`config.mk`:
```
export PLATFORM = sky130hd
export DESIGN_NAME = sram_like_arbiter
export DESIGN_NICKNAME = d
export VERILOG_FILES = /design/src/rtl/sram_like_arbiter_pkg.sv /design/src/rtl/arb_owner_fifo.sv /design/src/rtl/sram_like_arbiter.sv
export SDC_FILE = /design/constraint.sdc
export NUM_CORES = 1
export LEC_CHECK = 0
export CAP_MARGIN = 10
export CORE_AREA = 10 10 113 115
export DETAILED_ROUTE_END_ITERATION = 10
export DIE_AREA = 0 0 123 125
export GPL_ROUTABILITY_DRIVEN = 0
export PLACE_DENSITY = 0.74
export SLEW_MARGIN = 20
export SYNTH_ARGS = -nofsm -noshare
export SYNTH_HDL_FRONTEND = slang
export SYNTH_SLANG_ARGS = --single-unit
export TNS_END_PERCENT = 50
```
`constraint.sdc`:
```
create_clock -name clk -period 2.28 [get_ports clk]
set_input_delay 0.342 -clock clk [delete_from_list [all_inputs] [get_ports clk]]
set_output_delay 0.342 -clock clk [all_outputs]
set_load 0.01 [all_outputs]
```
`src/rtl/sram_like_arbiter_pkg.sv`:
```
// rtl/sram_like_arbiter_pkg.sv - shared owner IDs, size encodings and depth default for the SRAM-like arbiter
package sram_like_arbiter_pkg;

  localparam int OT_DEPTH_DEF = 4;

  localparam logic OWNER_INST = 1'b0;
  localparam logic OWNER_DATA = 1'b1;

  typedef enum logic [1:0] {
    SIZE_BYTE = 2'd0,
    SIZE_HALF = 2'd1,
    SIZE_WORD = 2'd2
  } sram_size_e;

endpackage

```
`src/rtl/arb_owner_fifo.sv`:
```
// rtl/arb_owner_fifo.sv - in-order 1-bit owner FIFO recording who owns each accepted transaction
module arb_owner_fifo
  import sram_like_arbiter_pkg::*;
#(
  parameter int OT_DEPTH = OT_DEPTH_DEF,
  parameter int OT_AW    = 2
) (
  input  logic             clk,
  input  logic             reset,
  input  logic             push,
  input  logic             push_owner,
  input  logic             pop,
  output logic [OT_AW:0]   count,
  output logic             full,
  output logic             empty,
  output logic             head
);

  logic [OT_DEPTH-1:0] mem_q, mem_d;
  logic [OT_AW-1:0]    rd_ptr_q, rd_ptr_d;
  logic [OT_AW-1:0]    wr_ptr_q, wr_ptr_d;
  logic [OT_AW:0]      count_q, count_d;
  logic                do_push, do_pop;

  assign full  = (count_q == (OT_AW+1)'(OT_DEPTH));
  assign empty = (count_q == '0);
  assign count = count_q;
  assign head  = mem_q[rd_ptr_q];

  assign do_push = push && !full;
  assign do_pop  = pop && !empty;

  // Pointers are OT_AW bits wide, so increment wraps modulo the power-of-2 depth.
  always_comb begin
    mem_d    = mem_q;
    rd_ptr_d = rd_ptr_q;
    wr_ptr_d = wr_ptr_q;
    count_d  = count_q;
    if (do_push) begin
      mem_d[wr_ptr_q] = push_owner;
      wr_ptr_d        = wr_ptr_q + (OT_AW)'(1);
    end
    if (do_pop) begin
      rd_ptr_d = rd_ptr_q + (OT_AW)'(1);
    end
    if (do_push && !do_pop) begin
      count_d = count_q + (OT_AW+1)'(1);
    end else if (!do_push && do_pop) begin
      count_d = count_q - (OT_AW+1)'(1);
    end
  end

  always_ff @(posedge clk) begin
    if (reset) begin
      mem_q    <= '0;
      rd_ptr_q <= '0;
      wr_ptr_q <= '0;
      count_q  <= '0;
    end else begin
      mem_q    <= mem_d;
      rd_ptr_q <= rd_ptr_d;
      wr_ptr_q <= wr_ptr_d;
      count_q  <= count_d;
    end
  end

endmodule

```
`src/rtl/sram_like_arbiter.sv`:
```
// rtl/sram_like_arbiter.sv - shares one SRAM-like port between inst and data requesters; ARB_RR_EN selects round-robin
module sram_like_arbiter
  import sram_like_arbiter_pkg::*;
#(
  parameter int OT_DEPTH = OT_DEPTH_DEF,
  parameter int OT_AW    = 2
) (
  input  logic        clk,
  input  logic        reset,
  input  logic        inst_req,
  input  logic        inst_wr,
  input  logic [1:0]  inst_size,
  input  logic [31:0] inst_addr,
  input  logic [31:0] inst_wdata,
  output logic        inst_addr_ok,
  output logic        inst_data_ok,
  output logic [31:0] inst_rdata,
  input  logic        data_req,
  input  logic        data_wr,
  input  logic [1:0]  data_size,
  input  logic [31:0] data_addr,
  input  logic [31:0] data_wdata,
  output logic        data_addr_ok,
  output logic        data_data_ok,
  output logic [31:0] data_rdata,
  output logic        m_req,
  output logic        m_wr,
  output logic [1:0]  m_size,
  output logic [31:0] m_addr,
  output logic [31:0] m_wdata,
  input  logic        m_addr_ok,
  input  logic        m_data_ok,
  input  logic [31:0] m_rdata,
  output logic        data_busy,
  output logic        proto_err
);

  logic           lock_valid_q, lock_valid_d;
  logic           lock_owner_q, lock_owner_d;
  logic [OT_AW:0] data_out_q, data_out_d;
  logic           proto_err_q, proto_err_d;
`ifdef ARB_RR_EN
  logic           last_winner_q, last_winner_d;
`endif

  logic           grant_valid, grant_owner, grant_req;
  logic           accept, pop, push_data, pop_data;
  logic [OT_AW:0] fifo_count;
  logic           fifo_full, fifo_empty, fifo_head;

  always_comb begin
    grant_valid = 1'b0;
    grant_owner = OWNER_INST;
    if (lock_valid_q) begin
      grant_valid = 1'b1;
      grant_owner = lock_owner_q;
    end else if (data_req && inst_req) begin
      grant_valid = 1'b1;
`ifdef ARB_RR_EN
      grant_owner = ~last_winner_q;
`else
      grant_owner = OWNER_DATA;
`endif
    end else if (data_req) begin
      grant_valid = 1'b1;
      grant_owner = OWNER_DATA;
    end else if (inst_req) begin
      grant_valid = 1'b1;
      grant_owner = OWNER_INST;
    end
  end

  assign grant_req = grant_valid && ((grant_owner == OWNER_DATA) ? data_req : inst_req);
  // No full-cycle bypass: a pop in the same cycle does not reopen issue.
  assign m_req     = grant_req && !fifo_full;

  always_comb begin
    m_wr    = 1'b0;
    m_size  = 2'b00;
    m_addr  = 32'h0;
    m_wdata = 32'h0;
    if (grant_valid) begin
      if (grant_owner == OWNER_DATA) begin
        m_wr    = data_wr;
        m_size  = data_size;
        m_addr  = data_addr;
        m_wdata = data_wdata;
      end else begin
        m_wr    = inst_wr;
        m_size  = inst_size;
        m_addr  = inst_addr;
        m_wdata = inst_wdata;
      end
    end
  end

  assign accept       = m_req && m_addr_ok;
  assign inst_addr_ok = accept && (grant_owner == OWNER_INST);
  assign data_addr_ok = accept && (grant_owner == OWNER_DATA);

  assign pop          = m_data_ok && !fifo_empty;
  assign inst_data_ok = pop && (fifo_head == OWNER_INST);
  assign data_data_ok = pop && (fifo_head == OWNER_DATA);
  assign inst_rdata   = inst_data_ok ? m_rdata : 32'h0;
  assign data_rdata   = data_data_ok ? m_rdata : 32'h0;

  assign push_data = data_addr_ok;
  assign pop_data  = data_data_ok;

  always_comb begin
    lock_valid_d = lock_valid_q;
    lock_owner_d = lock_owner_q;
    if (accept) begin
      lock_valid_d = 1'b0;
    end else if (m_req) begin
      lock_valid_d = 1'b1;
      lock_owner_d = grant_owner;
    end else if (lock_valid_q && !grant_req) begin
      lock_valid_d = 1'b0;
    end

    data_out_d = data_out_q;
    if (push_data && !pop_data) begin
      data_out_d = data_out_q + (OT_AW+1)'(1);
    end else if (!push_data && pop_data) begin
      data_out_d = data_out_q - (OT_AW+1)'(1);
    end

    proto_err_d = proto_err_q || (m_data_ok && fifo_empty);
`ifdef ARB_RR_EN
    last_winner_d = accept ? grant_owner : last_winner_q;
`endif
  end

  always_ff @(posedge clk) begin
    if (reset) begin
      lock_valid_q  <= 1'b0;
      lock_owner_q  <= OWNER_INST;
      data_out_q    <= '0;
      proto_err_q   <= 1'b0;
`ifdef ARB_RR_EN
      last_winner_q <= OWNER_DATA;
`endif
    end else begin
      lock_valid_q  <= lock_valid_d;
      lock_owner_q  <= lock_owner_d;
      data_out_q    <= data_out_d;
      proto_err_q   <= proto_err_d;
`ifdef ARB_RR_EN
      last_winner_q <= last_winner_d;
`endif
    end
  end

  assign data_busy = (lock_valid_q && (lock_owner_q == OWNER_DATA)) || (data_out_q != '0);
  assign proto_err = proto_err_q;

  arb_owner_fifo #(
    .OT_DEPTH (OT_DEPTH),
    .OT_AW    (OT_AW)
  ) u_owner_fifo (
    .clk        (clk),
    .reset      (reset),
    .push       (accept),
    .push_owner (grant_owner),
    .pop        (pop),
    .count      (fifo_count),
    .full       (fifo_full),
    .empty      (fifo_empty),
    .head       (fifo_head)
  );

endmodule

```
==> reports/qor.yml, run 1 <==
critical_path:
  rr_startpoint: "lock_owner_q$_SDFFE_PP0P_"
  reg2regPathDepth: 10
  crit_path_start_kind: "flip-flop"
  crit_required_ns: 2.45
  path_class: "reg -> reg"
  r2r-end: "u_owner_fifo.count[2]$_SDFFE_PP0P_"
  cp_max_fo: 3
  end_kind: "flip-flop"
  regToRegSetupSlack_ns: -0.04
  arrival_ns: 2.49
cells_and_area:
  area_growth_pct: 160.2
  final_cell_mix: "clkdlybuf4s50_1, dlygate4sd2_1, a22o_1"
  utilization_pct: 52.17
  finalNonFillerCells: 743
  nFillCells: 1042
  drive_above_1_share_pct: 9.453
  layout_commonest_cell: "clkdlybuf4s50_1"
  insertedDiodeCount: 0
  layout.nets: 784
  design_area_mm2: 0.005532
timing:
  slew_headroom_pct: 57.10
  whs_ns: 0.4721
  fmax_mhz: 430.4
  fin_crit_ns: 2.323
  finalSetupViolations: 1
  rsz0062_at_grt: "true"
  fin_ws_ns: -0.04344
  clock_skew_ns: 0.002127
  finalMaxSlewViolations: 0
  fin_crit_sh_pct: 101.9
  setup_tns_ns: -0.04344
  tightest_slew_ns: 0.6415
  hold_violations: 0
flow_run:
  maxCapViolCount: 0
route:
  drtIter0Drc: 199
  wl_per_cell_um: 19.95
  avgViaCountPerCell: 4.533
  first_pass_iters: 4
  drc: 0
  routed_wl_um: 14820
  ant_nets: 0
  vias: 3368
global_routing:
  antenna_found_initial: 0
  grt_pass1_wl_um: 20650
  overflow: 0
  track_usage_pct: 17.13
  grt_pass1_vias: 3320
  grt_max_degree: 66
clock_network:
  numCtsBuffers: 3
  insertion_delay_ns: 0.25
  clock_sinks: 17
  cts_max_level: 1
  cts_hold_buf: 0
  cts_buffer_depth: 2
  root_buffer: "clkbuf_8"
  cts_tree: "done"
  clk_pin_slew_ns: 0.07
placed_design:
  portBuffers: 309
  placed_cells: 734
  place_area_mm2: 0.005519
  dp_hpwl_um: 12720
floorplanning:
  die_h_um: 125
  core_mm2: 0.01060
  start_util_pct: 20.05
  dieArea_mm2: 0.01538
  ios: 310
  rows: 38
  die_x_um: 123
logic_synthesis:
  yosysSeqAreaShare_pct: 16.01
  syn_inst: 295
  synth_nets: 475
  syn_avg_cell_area_um2: 7.206
  synth_area_leaders: "a22o_1, dfxtp_1, and3_1, nor2_1, nand2_1"
  synth_area_leader_cell: "a22o_1"
  synth.distinct_cells: 32
  syn_area_mm2: 0.002126
  synth_seq_cells: 17
  yosysTopAreaCellShare_pct: 27.60
  yosysWarnings: 0
status:
  violations: "setup timing"
  status: "finished with violations"
worst_hold_path:
  min_path_cells: 2
  hp-start: "proto_err$_SDFF_PP0_"
  min_path_type: "reg -> reg"
  min_to: "proto_err$_SDFF_PP0_"
pwr:
  powerDensity_mw_per_mm2: 554.1
  ir_drop_mv: 0.2765
  p_leak_nw: 3.044
==> repair_timing <==
item	in CTS	in global routing
setup buffers	2	3
gates cloned	0	0
gates resized for setup	126	24
pin swaps	8	2
endpoints found under the setup margin	138	26
==> synthesized netlist by cell type (all sizes together) <==
library cell	instances
mux2	1
buf	15
clkbuf	18
a22o	67
and3	33
nand2	36
mux2i	8
o31a	1
mux4	1
nor3	1
nand2b	6
a2111oi	1
nand3	6
a21oi	5
inv	8
xnor2	1
ha	6
a2111o	1
o21ai	3
dfxtp	17
or3	2
a221oi	1
xor2	5
nor2	45
fa	2
or2b	1
and2	1
a21o	3
==> routing by layer <==
layer	routed length, um	vias to the layer above	track usage (%)
li1	-	1680	-
met1	5628	1536	18.61
met2	7683	144	31.93
met3	1410	8	5.671
met4	99	0	2.125
met5	0	-	0
==> flip-flops by register name (all words and copies together), names as in the netlist <==
signal                 flops
lock_owner_q               1
proto_err                  1
u_owner_fifo.mem_q         4
u_owner_fifo.wr_ptr_q      2
lock_valid_q               1
u_owner_fifo.count         3
data_out_q                 3
u_owner_fifo.rd_ptr_q      2
==> worst max-delay path by stage <==
stage / endpoint / startpoint / slack (ns) / depth (start not counted)
floorplan: data_out_q[2]$_SDFFE_PP0P_ / u_owner_fifo.rd_ptr_q[0]$_SDFFE_PP0P_ / -0.07 / 10
global placement: u_owner_fifo.count[2]$_SDFFE_PP0P_ / data_req / -0.47 / 11
detailed placement: u_owner_fifo.count[2]$_SDFFE_PP0P_ / data_req / -0.60 / 11
CTS: m_wdata[9] / lock_owner_q$_SDFFE_PP0P_ / -0.07 / 5
global route: u_owner_fifo.count[2]$_SDFFE_PP0P_ / lock_owner_q$_SDFFE_PP0P_ / -0.13 / 10
finish: u_owner_fifo.count[2]$_SDFFE_PP0P_ / lock_owner_q$_SDFFE_PP0P_ / -0.04 / 10
==> cell families (layout without fill, tap and decap cells) <==
family | count (synthesis) | after routing | share of synthesized area (%)
buffers and inverters | 41 | 349 | 8.534
adders and majority gates | 8 | 8 | 5.415
muxes | 10 | 10 | 5.356
DFF | 17 | 17 | 16.01
AOI/OAI and AO/OA | 82 | 82 | 32.61
xor gates and xnor gates | 6 | 6 | 2.472
and+or+nand+nor | 131 | 131 | 29.61
==> through the flow <==
stage	worst slack (ns)	power, mW
after CTS	-0.07292	3.078
after global placement	-0.4698	2.984
after global routing	-0.1264	3.294
final	-0.04344	3.065
after floorplan	-0.07023	1.590
after detailed placement	-0.5968	3.030
==> layout make-up <==
cell class	count	area (um^2)	area share (%)
repair buffers	337	3281	59.31
multi-input cells	237	1655	29.93
flip-flops and latches	17	345.3	6.243
well taps	140	175.2	3.167
clock buffers	4	45.04	0.8143
inverters	8	30.03	0.5429
==> power by group <==
part,internal (mW),switching (mW)
clock,0.124,0.0986
combinational,1.27,1.14
sequential,0.368,0.0676
total,1.76,1.30
==> critical path: stages, from the launching register on <==
cell      delay, ns
dfxtp_2        0.33
mux2i_2        0.16
a221oi_2       0.36
nand2_1        0.13
inv_1          0.08
ha_2           0.18
inv_2          0.04
fa_2           0.33
xor2_1         0.17
or3_1          0.33
a21oi_2        0.14
Note: power is estimated with default switching activity, not from simulation.
==> run 2, diff against run 1 <==
--- a/config.mk
+++ b/config.mk
@@ -15,4 +15,3 @@
 export SYNTH_ARGS = -nofsm -noshare
 export SYNTH_HDL_FRONTEND = slang
 export SYNTH_SLANG_ARGS = --single-unit
-export TNS_END_PERCENT = 50
==> constraint.sdc (replaced) <==
create_clock -name clk -period 2.28 [get_ports clk]
set_input_delay 0.342 -clock clk [delete_from_list [all_inputs] [get_ports clk]]
set_output_delay 0.342 -clock clk [all_outputs]
set_load 0.1 [all_outputs]
==> run 2 against run 1 <==
Net effect: largest cell class unchanged; die area did not move; sequential power rose by 2%; cell area rose by 37%; cell count rose by 1.3%; highest routed layer unchanged; the flow still finishes with violations (setup timing); critical path depth rose by 1; critical endpoint is now data_out_q[2]$_SDFFE_PP0P_.
==> reports/qor.yml, run 2 (same netlist as run 1, synthesis figures left out) <==
status:
  status: "finished with violations"
  violations: "setup timing"
clock_network:
  cts_max_level: 1  # unchanged
  clock_sinks: 17  # unchanged
  clk_pin_slew_ns: 0.07  # about the same
  cts_tree: "done"
  root_buffer: "clkbuf_8"
  numCtsBuffers: 3  # unchanged
  insertion_delay_ns: 0.26  # about the same
  cts_buffer_depth: 2  # unchanged
worst_hold_path:
  min_path_type: "reg -> reg"
  min_to: "proto_err$_SDFF_PP0_"
  min_path_cells: 2  # unchanged
  hp-start: "proto_err$_SDFF_PP0_"
route:
  drtIter0Drc: 198  # -0.50%
  vias: 3602  # +6.9%
  wl_per_cell_um: 22.23  # +11%
  ant_nets: 0  # unchanged
  avgViaCountPerCell: 4.784  # +5.5%
  routed_wl_um: 16740  # +13%
  first_pass_iters: 4  # unchanged
  drc: 0  # unchanged
critical_path:
  regToRegSetupSlack_ns: -0.12  # -0.07 ns
  slowest_stage: "dfxtp_2"
  critPathTopFamily: "simple AND/OR/NAND/NOR gates"
  slowest_delay_ns: 0.34  # -0.02 ns
  path_class: "reg -> reg"
  path_buf_inv: 3  # +1
  cp_max_fo: 2  # -1
  reg2regPathDepth: 11  # +1
  crit_required_ns: 2.48  # +0.03 ns
  end_kind: "flip-flop"
  crit_path_start_kind: "flip-flop"
  rr_startpoint: "lock_owner_q$_SDFFE_PP0P_"
  r2r-end: "data_out_q[2]$_SDFFE_PP0P_"
  arrival_ns: 2.59  # +0.10 ns
  crit_chain: "mux2i_2 > a221oi_2 > buf_4 > buf_6 > and3_4 > ha_4 > inv_2 > fa_2 > xor2_1 > or3_1 > a21oi_2"
timing:
  hold_violations: 0  # unchanged
  finalSetupViolations: 31  # +30
  clock_skew_ns: 0.002887  # +0.0007598 ns
  whs_ns: 0.4798  # +0.007635 ns
  fin_crit_sh_pct: 105.2  # +3.3 points
  rsz0062_at_grt: "true"
  fin_ws_ns: -0.1181  # -0.07465 ns
  fin_crit_ns: 2.398  # +0.07465 ns
  fmax_mhz: 417.0  # -3.1%
  slew_headroom_pct: 69.00  # +12 points
  tightest_slew_ns: 0.4533  # -0.1883 ns
  finalMaxSlewViolations: 0  # unchanged
cells_and_area:
  insertedDiodeCount: 0  # unchanged
  layout.nets: 794  # +1.3%
  nFillCells: 705  # -32%
  area_growth_pct: 257.3
  regMostFlops: "u_owner_fifo.mem_q"
  largest_reg_flops: 4  # unchanged
  final_cell_mix: "clkdlybuf4s50_1, buf_12, a22o_1"
  layout_commonest_cell: "clkdlybuf4s50_1"
  drive_above_1_share_pct: 43.88  # +34 points
  utilization_pct: 71.64  # +19 points
global_routing:
  grt_pass1_vias: 3765  # +13%
  track_usage_pct: 18.81  # +1.7 points
  grt_pass1_wl_um: 22960  # +11%
  overflow: 0  # unchanged
  antenna_found_initial: 0  # unchanged
  grt_max_degree: 66  # unchanged
floorplanning:
  start_util_pct: 20.05  # unchanged
  die_x_um: 123  # unchanged
  rows: 38  # unchanged
  die_h_um: 125  # unchanged
  core_mm2: 0.01060  # unchanged
  ios: 310  # unchanged
  dieArea_mm2: 0.01538  # unchanged
pwr:
  powerDensity_mw_per_mm2: 993.0  # +79%
  finalPower_mw: 7.543  # +150%
  p_leak_nw: 3.093  # +1.6%
  ir_drop_mv: 0.5837  # +110%
placed_design:
  portBuffers: 309  # unchanged
  dp_hpwl_um: 13720  # +7.9%
flow_run:
  maxCapViolCount: 0  # unchanged
-- run 2: worst register-to-register path, delay by kind of cell, from the launching register on --
kind	cells	cell delay, ns
compound gates	2	0.45
xor+xnor	1	0.15
fa+ha+maj	2	0.46
buf+inv	3	0.30
flops	1	0.34
mux	1	0.15
simple gates	2	0.50
-- run 2: final cells by class --
cell class | count | area [um^2] | share of cell area (%)
Clock inverter | 1 | 5.005 | 0.06589
Clock buffer | 3 | 41.29 | 0.5436
Sequential cell | 17 | 347.8 | 4.579
Multi-Input combinational cell | 237 | 2077 | 27.34
Timing Repair Buffer | 347 | 4917 | 64.73
Inverter | 8 | 32.53 | 0.4283
Tap cell | 140 | 175.2 | 2.306
-- run 2: timing repair --
action / in CTS / in global routing
endpoints found under the setup margin: 74 / 115
pin swaps: 2 / 24
gates resized for setup: 8 / 52
hold buffers: 0 / 0
setup buffers: 4 / 5
gates cloned: 0 / 7
endpoints found under the hold margin: 0 / 0
-- run 2: how the worst max path moves through the flow --
stage	slack (ns)	from	cells after the start	to
final	-0.12	lock_owner_q$_SDFFE_PP0P_	11	data_out_q[2]$_SDFFE_PP0P_
after global routing	-0.19	lock_owner_q$_SDFFE_PP0P_	11	data_out_q[2]$_SDFFE_PP0P_
after floorplan	-0.42	lock_owner_q$_SDFFE_PP0P_	10	data_out_q[2]$_SDFFE_PP0P_
after detailed placement	-0.63	data_req	11	u_owner_fifo.count[2]$_SDFFE_PP0P_
after CTS	-0.12	u_owner_fifo.rd_ptr_q[0]$_SDFFE_PP0P_	9	data_out_q[2]$_SDFFE_PP0P_
after global placement	-0.48	data_req	11	u_owner_fifo.count[2]$_SDFFE_PP0P_
-- run 2: power breakdown --
group | switching (mW) | internal [mW] | leakage, nW
clock network | 0.118 | 0.122 | 0.0255
logic | 4.33 | 2.53 | 2.93
registers | 0.0707 | 0.373 | 0.141
-- run 2: metal layers --
layer | share of wire (%) | track usage [%]
met5 | 0 | 0
met4 | 1.2 | 2.467
met3 | 8.4 | 6.436
met2 | 54 | 35.27
met1 | 36 | 20.09
-- run 2: per-stage QoR --
stage	instance area [um^2]	TNS [ns]	worst slack (ns)	std cells
5_1_grt	7596	-3.041	-0.1868	753
6_report	7596	-0.5438	-0.1181	753
4_1_cts	7177	-3.061	-0.1174	741
2_1_floorplan	2386	-1.681	-0.4185	295
3_3_place_gp	7089	-1.239	-0.4848	733
3_5_place_dp	7089	-1.833	-0.6269	733
